## src/rtl/issue_arbiter_pkg.sv

```systemverilog
// ============================================================================
// Module      : issue_arbiter_pkg
// Description : Shared scheduler types and constants for the issue arbiter.
// Revision    : 1.0 - initial release
// ============================================================================
`default_nettype none

package issue_arbiter_pkg;

   localparam int REQ_NUM_DEFAULT  = 2;
   localparam int ISSUE_BASE_W     = 56;
   localparam int ISSUE_OPT_W      = 8;
   localparam int ISSUE_PAYLOAD_W  = ISSUE_BASE_W + ISSUE_OPT_W;

   typedef struct packed {
      logic [ISSUE_BASE_W-1:0] base;
      logic [ISSUE_OPT_W-1:0]  opt;
   } issue_payload_t;

   // Index width for n requesters; a single requester still needs one bit.
   function automatic int src_width(input int n);
      return (n > 1) ? $clog2(n) : 1;
   endfunction

endpackage

`default_nettype wire

```

## src/rtl/issue_arbiter_rr_priority_picker.sv

```systemverilog
// ============================================================================
// Module      : rr_priority_picker
// Description : Combinational search for the first set request at or above
//               the pointer, wrapping around; one-hot grant plus index.
// Revision    : 1.0 - initial release
// ============================================================================
`default_nettype none

module rr_priority_picker
   import issue_arbiter_pkg::*;
#(
   parameter int N     = REQ_NUM_DEFAULT,
   parameter int IDX_W = src_width(N)
) (
   input  logic [N-1:0]     req_i,
   input  logic [IDX_W-1:0] ptr_i,
   output logic [N-1:0]     gnt_o,
   output logic [IDX_W-1:0] idx_o,
   output logic             any_o
);

   int pos;

   always_comb begin
      gnt_o = '0;
      idx_o = '0;
      any_o = 1'b0;
      pos   = 0;
      for (int off = 0; off < N; off++) begin
         pos = int'(ptr_i) + off;
         if (pos >= N) begin
            pos = pos - N;
         end
         if (!any_o && req_i[pos]) begin
            any_o      = 1'b1;
            gnt_o[pos] = 1'b1;
            idx_o      = IDX_W'(pos);
         end
      end
   end

endmodule

`default_nettype wire

```

## src/rtl/issue_arbiter.sv

```systemverilog
// ============================================================================
// Module      : issue_arbiter
// Description : Arbitrates reservation-station issue ports into a one-entry
//               issue register feeding a single functional unit.
//               ISSUE_ARB_ROUND_ROBIN_EN selects round-robin over fixed priority.
// Revision    : 1.0 - initial release
// ============================================================================
`default_nettype none

module issue_arbiter
   import issue_arbiter_pkg::*;
#(
   parameter  int REQ_NUM    = REQ_NUM_DEFAULT,
   parameter  int DATA_WIDTH = ISSUE_PAYLOAD_W,
   localparam int SRC_W      = src_width(REQ_NUM)
) (
   input  logic                                clk,
   input  logic                                rst_n,
   input  logic                                flush_i,
   input  logic [REQ_NUM-1:0]                  req_valid_i,
   input  logic [REQ_NUM-1:0][DATA_WIDTH-1:0]  req_data_i,
   output logic [REQ_NUM-1:0]                  req_ready_o,
   input  logic                                fu_ready_i,
   output logic                                issue_valid_o,
   output logic [DATA_WIDTH-1:0]               issue_data_o,
   output logic [SRC_W-1:0]                    issue_src_o
);

   logic                  valid_q, valid_d;
   logic [DATA_WIDTH-1:0] data_q,  data_d;
   logic [SRC_W-1:0]      src_q,   src_d;
   logic [SRC_W-1:0]      ptr;

   logic                  drain;
   logic                  slot_free;
   logic                  grant_any;
   logic [REQ_NUM-1:0]    pick_gnt;
   logic [SRC_W-1:0]      pick_idx;
   logic                  pick_any;

   rr_priority_picker #(
      .N     (REQ_NUM),
      .IDX_W (SRC_W)
   ) u_picker (
      .req_i (req_valid_i),
      .ptr_i (ptr),
      .gnt_o (pick_gnt),
      .idx_o (pick_idx),
      .any_o (pick_any)
   );

   assign issue_valid_o = valid_q & ~flush_i;
   assign issue_data_o  = data_q;
   assign issue_src_o   = src_q;
   assign drain         = issue_valid_o & fu_ready_i;
   assign slot_free     = ~valid_q | drain;
   assign grant_any     = slot_free & ~flush_i & pick_any;
   assign req_ready_o   = grant_any ? pick_gnt : '0;

   always_comb begin
      valid_d = valid_q;
      data_d  = data_q;
      src_d   = src_q;
      if (flush_i) begin
         valid_d = 1'b0;
      end else if (grant_any) begin
         valid_d = 1'b1;
         data_d  = req_data_i[pick_idx];
         src_d   = pick_idx;
      end else if (drain) begin
         valid_d = 1'b0;
      end
   end

   always_ff @(posedge clk) begin
      if (!rst_n) begin
         valid_q <= 1'b0;
         data_q  <= '0;
         src_q   <= '0;
      end else begin
         valid_q <= valid_d;
         data_q  <= data_d;
         src_q   <= src_d;
      end
   end

`ifdef ISSUE_ARB_ROUND_ROBIN_EN
   logic [SRC_W-1:0] ptr_q, ptr_d;

   // Pointer moves just past the winner so it gets lowest priority next time.
   always_comb begin
      ptr_d = ptr_q;
      if (flush_i) begin
         ptr_d = '0;
      end else if (grant_any) begin
         ptr_d = (pick_idx == SRC_W'(REQ_NUM - 1)) ? '0 : pick_idx + 1'b1;
      end
   end

   always_ff @(posedge clk) begin
      if (!rst_n) begin
         ptr_q <= '0;
      end else begin
         ptr_q <= ptr_d;
      end
   end

   assign ptr = ptr_q;
`else
   assign ptr = '0;
`endif

endmodule

`default_nettype wire
```

## config.mk

```make
export PLATFORM = sky130hd
export DESIGN_NAME = issue_arbiter
export DESIGN_NICKNAME = d
export VERILOG_FILES = /design/src/rtl/issue_arbiter_pkg.sv /design/src/rtl/issue_arbiter_rr_priority_picker.sv /design/src/rtl/issue_arbiter.sv
export SDC_FILE = /design/constraint.sdc
export NUM_CORES = 1
export LEC_CHECK = 0
export ABC_AREA = 0
export CAP_MARGIN = 20
export CORE_UTILIZATION = 40
export DETAILED_ROUTE_END_ITERATION = 6
export GPL_TIMING_DRIVEN = 0
export PLACE_DENSITY = 0.95
export SLEW_MARGIN = 0
export SYNTH_ARGS = -nofsm -noshare
export SYNTH_HDL_FRONTEND = slang
export SYNTH_SLANG_ARGS = --single-unit
```

## constraint.sdc

```tcl
create_clock -name clk -period 4 [get_ports clk]
set_input_delay 0.8 -clock clk [delete_from_list [all_inputs] [get_ports clk]]
set_output_delay 0.8 -clock clk [all_outputs]
set_load 0.005 [all_outputs]
```

=== After elaboration in Yosys (flattened, before gate mapping) ===
Index checks and enable logic that the tools add are counted.

* Register bits: 66
* Input bits: 134

* Mux-type cells: 10
* Reductions and logical operators: 5
* Bitwise logic cells: 8
* Order comparisons: 1

{| class="wikitable"
|+ Operators by type and width
! cell !! count
|-
| 2-to-1 mux 64 bit || 2
|-
| 2-to-1 mux 1 bit || 6
|-
| AND 1 bit || 4
|-
| 2-to-1 mux 2 bit || 2
|-
| NOT 1 bit || 3
|-
| < comparator 1 x 2 -> 1 bit, second input constant || 1
|-
| AND reduction 2 bit || 1
|-
| nonzero test 2 bit || 1
|-
| OR reduction 2 bit || 1
|-
| logical AND 1 bit || 1
|-
| logical NOT 1 bit || 1
|-
| bitwise OR 1 bit || 1
|}

=== Depth between registers and ports, before layout ===
Gate-level depths: netlist of run 1.

* Depth after elaboration: 7
* Mapped depth: 5
* Depth with buffers taken out: 3

=== By module ===
Synthesis of run 1 repeated with hierarchy kept, for this count alone.

* Cell total of the unflattened synthesis: 313
* Area, all modules: 3462.1 sq um

{| class="wikitable"
|+ Modules (own cells, without submodules)
! module !! area each (sq um) !! instances !! cells each
|-
| issue_arbiter || 3429.5 || 1 || 308
|-
| rr_priority_picker || 32.5 || 1 || 5
|}

=== Least setup slack after synthesis of run 1 ===
Ideal clock, no wire load.

* Path type: input -> output
* From: in req_valid_i[0]
* To: out req_ready_o[1]
* Buffers on the path: 2
* Arrival: 1.500 ns
* Data required time: 3.200 ns
* Path slack: 1.700 ns
* Cell stages on the path: 4
* Path through: nand2b_1 -> buf_2 -> buf_2 -> nor3_1

* Cells in the longest elaborated chain, start to end: 6
* Elaborated cells on any way between the ends: 7
* Those cells by class: mux: 4; bitwise: 1; reduce/logical: 2

{| class="wikitable"
|+ RTL lines
! what !! line !! text
|-
| start, declared || issue_arbiter.sv:20 || <nowiki>input logic [REQ_NUM-1:0] req_valid_i,</nowiki>
|-
| 2-to-1 mux 1 bit (*) || issue_arbiter_rr_priority_picker.sv:34 || <nowiki>if (!any_o && req_i[pos]) begin</nowiki>
|-
| logical NOT 1 bit || issue_arbiter_rr_priority_picker.sv:34 ||
|-
| logical AND 1 bit || issue_arbiter_rr_priority_picker.sv:34 ||
|-
| 2-to-1 mux 1 bit || issue_arbiter_rr_priority_picker.sv:34 ||
|-
| AND 1 bit || issue_arbiter.sv:57 || <nowiki>assign grant_any = slot_free & ~flush_i & pick_any;</nowiki>
|-
| 2-to-1 mux 2 bit (*) || issue_arbiter.sv:58 || <nowiki>assign req_ready_o = grant_any ? pick_gnt : '0;</nowiki>
|-
| end, declared || issue_arbiter.sv:22 || <nowiki>output logic [REQ_NUM-1:0] req_ready_o,</nowiki>
|}

Mark *: on every way between the ends. The rest lies on a longest branch, timed or not.

=== Worst setup path in the final report of run 1 ===
* From: in flush_i
* To: out req_ready_o[1]

* Cells in the longest elaborated chain, start to end: 7

{| class="wikitable"
|+ RTL lines
! what !! line !! text
|-
| start, declared || issue_arbiter.sv:19 || <nowiki>input logic flush_i,</nowiki>
|-
| NOT 1 bit (no line) (*) || n/a ||
|-
| AND 1 bit || issue_arbiter.sv:52 || <nowiki>assign issue_valid_o = valid_q & ~flush_i;</nowiki>
|-
| AND 1 bit || issue_arbiter.sv:55 || <nowiki>assign drain = issue_valid_o & fu_ready_i;</nowiki>
|-
| bitwise OR 1 bit || issue_arbiter.sv:56 || <nowiki>assign slot_free = ~valid_q | drain;</nowiki>
|-
| AND 1 bit (*) (2 in a row) || issue_arbiter.sv:57 ||
|-
| 2-to-1 mux 2 bit (*) || issue_arbiter.sv:58 ||
|}

Marks and branches as above.

==> metrics, run 1 <==
Core Region=0.007687 mm2; IO Pins=approximately 200; Hold WC Path Type=reg2reg; Cell variety after synth=18; Syn Nets=approximately 450; die width=a little over 90 um; Max Slew Vio Count=0; vias in the first global route=3692; CTS Buffer Depth=2; Setup crit start kind=input port; wire per inst=between 15 and 20 um; WS Path Type=in2out; # fillers=~590; P per Cell Area=320.8 mW/mm2; Seq cells post-synth=66; Final Power=about 1.8 mW; status=finished, final reports clean; dominant synthesized flop cell=dfxtp_1; Remaining DRCs=0; Layout area overhead=75.37%; period utilisation layout=0.9283; top-count cell post-synth=dfxtp_1; Crit-path slowest cell=clkdlybuf4s50_1; Worst-path clk slew=~0.060 ns; # clock sinks=66; Synth area leader=dfxtp_1; GRT Overall Usage=0.2616; Initial Utilization=0.4103; first-pass GRT wire length=around 18000 um; final hold vios=0; synth cell count leaders=66 x dfxtp_1, 64 x mux2i_1, 64 x o311ai_0, 60 x o21ai_1, 28 x clkbuf_1; worst path required time=about 3.2 ns; Yosys warnings=0; Max VDD drop=0.0001913 V; Num CTS Buffers=9; largest net degree at the start of global routing=12; Iteration-0 DRC Markers=~140; largest cells by area after synthesis=dfxtp_1 42%, mux2i_1 20%, o311ai_0 18%; Worst-Skew Late Latency=between 0.3 and 0.4 ns; antenna cells=0; Final Skew=between 0.01 and 0.015 ns; relative slew slack=0.5370; Hold Buf Count CTS=0; Pre-Repair DR Iteration Count=4; synthesized netlist cell count=around 310; Seq/Total Area, Yosys=0.4189; crit-path max cell delay=0.73 ns; Setup Fix Bufs, Post-CTS=0; share of post-route cells with drive strength above 1=0.06038; DRT antenna net count=0; initial antenna violation count=0; Util after Layout=0.7196; clock period minus worst slack=roughly 3.7 ns; worst-margin pin slew=0.6945 ns; Max Fclk=approximately 0.27 GHz; synthesized area=between 0.003 and 0.004 mm2; unrepaired setup endpoints after global routing=no; Resize count post-CTS=0; CP Capture Type=output pin; worst path cell trace=clkdlybuf4s50_1 -> clkbuf_1 -> clkbuf_1 -> nor3_1 -> clkdlybuf4s50_1; # port buffers=between 200 and 250; Post-synth ARST share=0; Crit Path Max Fanout=10; WP data arrival=around 2.9 ns; Final #Nets=approximately 660; Die Span Y=~91 um; EDFF count, synth=0; routed vias=between 3000 and 4000; grt ovf=0; wirelength, routed=between 10000 and 15000 um; Leakage=roughly 2.2 nW; routed vias/inst=~5.6; Maximum Capacitance Violations=0; Synth top area share=0.4189; die footprint=just over 0.008 mm2; H-tree depth=3; Final Wtd Congestion=between 0.7 and 0.8; CTS tree=built; final setup fails=0; Rows=32; hpwl dp=approximately 8300 um; setup_tns=0 ns; Root Driver=clkbuf_8; Mean Syn Cell Area=around 10 um2
-- through the flow --
| stage | std cells | hold WS [ns] | worst slack (ns) | area, um2 |
|---|---|---|---|---|
| 6_report | 632 | 0.4837 | 0.2867 | 5532 |
| 5_1_grt | 632 | 0.5142 | 0.1469 | 5532 |
| 4_1_cts | 632 | 0.4877 | 0.2855 | 5532 |
| 3_5_place_dp | 616 | 0.4789 | 0.3022 | 5294 |
| 3_3_place_gp | 616 | 0.4696 | 0.3119 | 5294 |
| 2_1_floorplan | 313 | 0.4750 | 1.700 | 3154 |
-- path summary, 6_finish.rpt --
| check | start | end | slack, ns | cells after the start |
|---|---|---|---|---|
| worst min-delay path | issue_data_o[27]$_SDFFE_PN0P_ | issue_data_o[27]$_SDFFE_PN0P_ | 0.48 | 2 |
| worst min register to register | issue_data_o[27]$_SDFFE_PN0P_ | issue_data_o[27]$_SDFFE_PN0P_ | 0.48 | 2 |
| worst max register to register | valid_q$_SDFFE_PP0P_ | issue_data_o[42]$_SDFFE_PN0P_ | 2.42 | 5 |
| worst max-delay path | flush_i | req_ready_o[1] | 0.29 | 5 |
-- cells by family after synthesis --
logic type	Yosys count	share of synthesized area
flip-flops	66	0.4189
multiplexers	64	0.2031
AO/OA/AOI/OAI	129	0.2816
buffers and inverters	44	0.07180
AND/OR/NAND/NOR	10	0.02459
-- area by class of cell --
cell class                 instances  area [um2]  area share
buffer                            42       219.0     0.03958
sequential                        66        1321      0.2389
inverter                           2       7.507    0.001357
tap                              102       127.6     0.02307
multi-input combinational        203        1607      0.2904
clock buffer                      12       165.2     0.02986
timing repair buffer             201        2012      0.3637
clock inverter                     4       72.57     0.01312
-- flip-flops by register name, indices dropped and copies added (netlist names) --
| name | count |
|---|---|
| issue_data_o | 64 |
| issue_src_o | 1 |
| valid_q | 1 |
-- routing by layer --
metal	wire, um	track usage
met2	5494	0.4899
met5	0	0
met3	857	0.06397
met1	4297	0.2934
met4	71	0.06746
-- power breakdown --
part           switching [mW]  internal, mW
clock                   0.251         0.401
combinational           0.145         0.251
sequential             0.0228         0.703
total                   0.419          1.36
-- layout by cell type (no fill, tap or decap), types with 2 or more instances in the layout --
cell             netlist  layout
clkbuf_8               0      12
nor3b_1                2       2
buf_2                  7       7
clkdlybuf4s50_1        0     201
dfxtp_1               66      66
buf_6                  7       7
inv_1                  2       2
o311ai_0              64      64
clkbuf_1              28      28
mux2i_1               64      64
nor3_1                 2       2
o21ai_0                4       4
o21ai_1               60      60
bufinv_16              0       2
-- worst max-delay path, delay by kind of cell --
family        cells  cell delay, ns
simple gates      1            0.11
buf+inv           4            2.01
(Power assumes the default switching activity.)
==> run 2, diff against run 1 <==
--- a/config.mk
+++ b/config.mk
@@ -9,6 +9,7 @@
 export CAP_MARGIN = 20
 export CORE_UTILIZATION = 40
 export DETAILED_ROUTE_END_ITERATION = 6
+export GPL_ROUTABILITY_DRIVEN = 0
 export GPL_TIMING_DRIVEN = 0
 export PLACE_DENSITY = 0.95
 export SLEW_MARGIN = 0
==> results of run 2 <==
No change in the layout: final DEF, timing and power equal those of run 1.
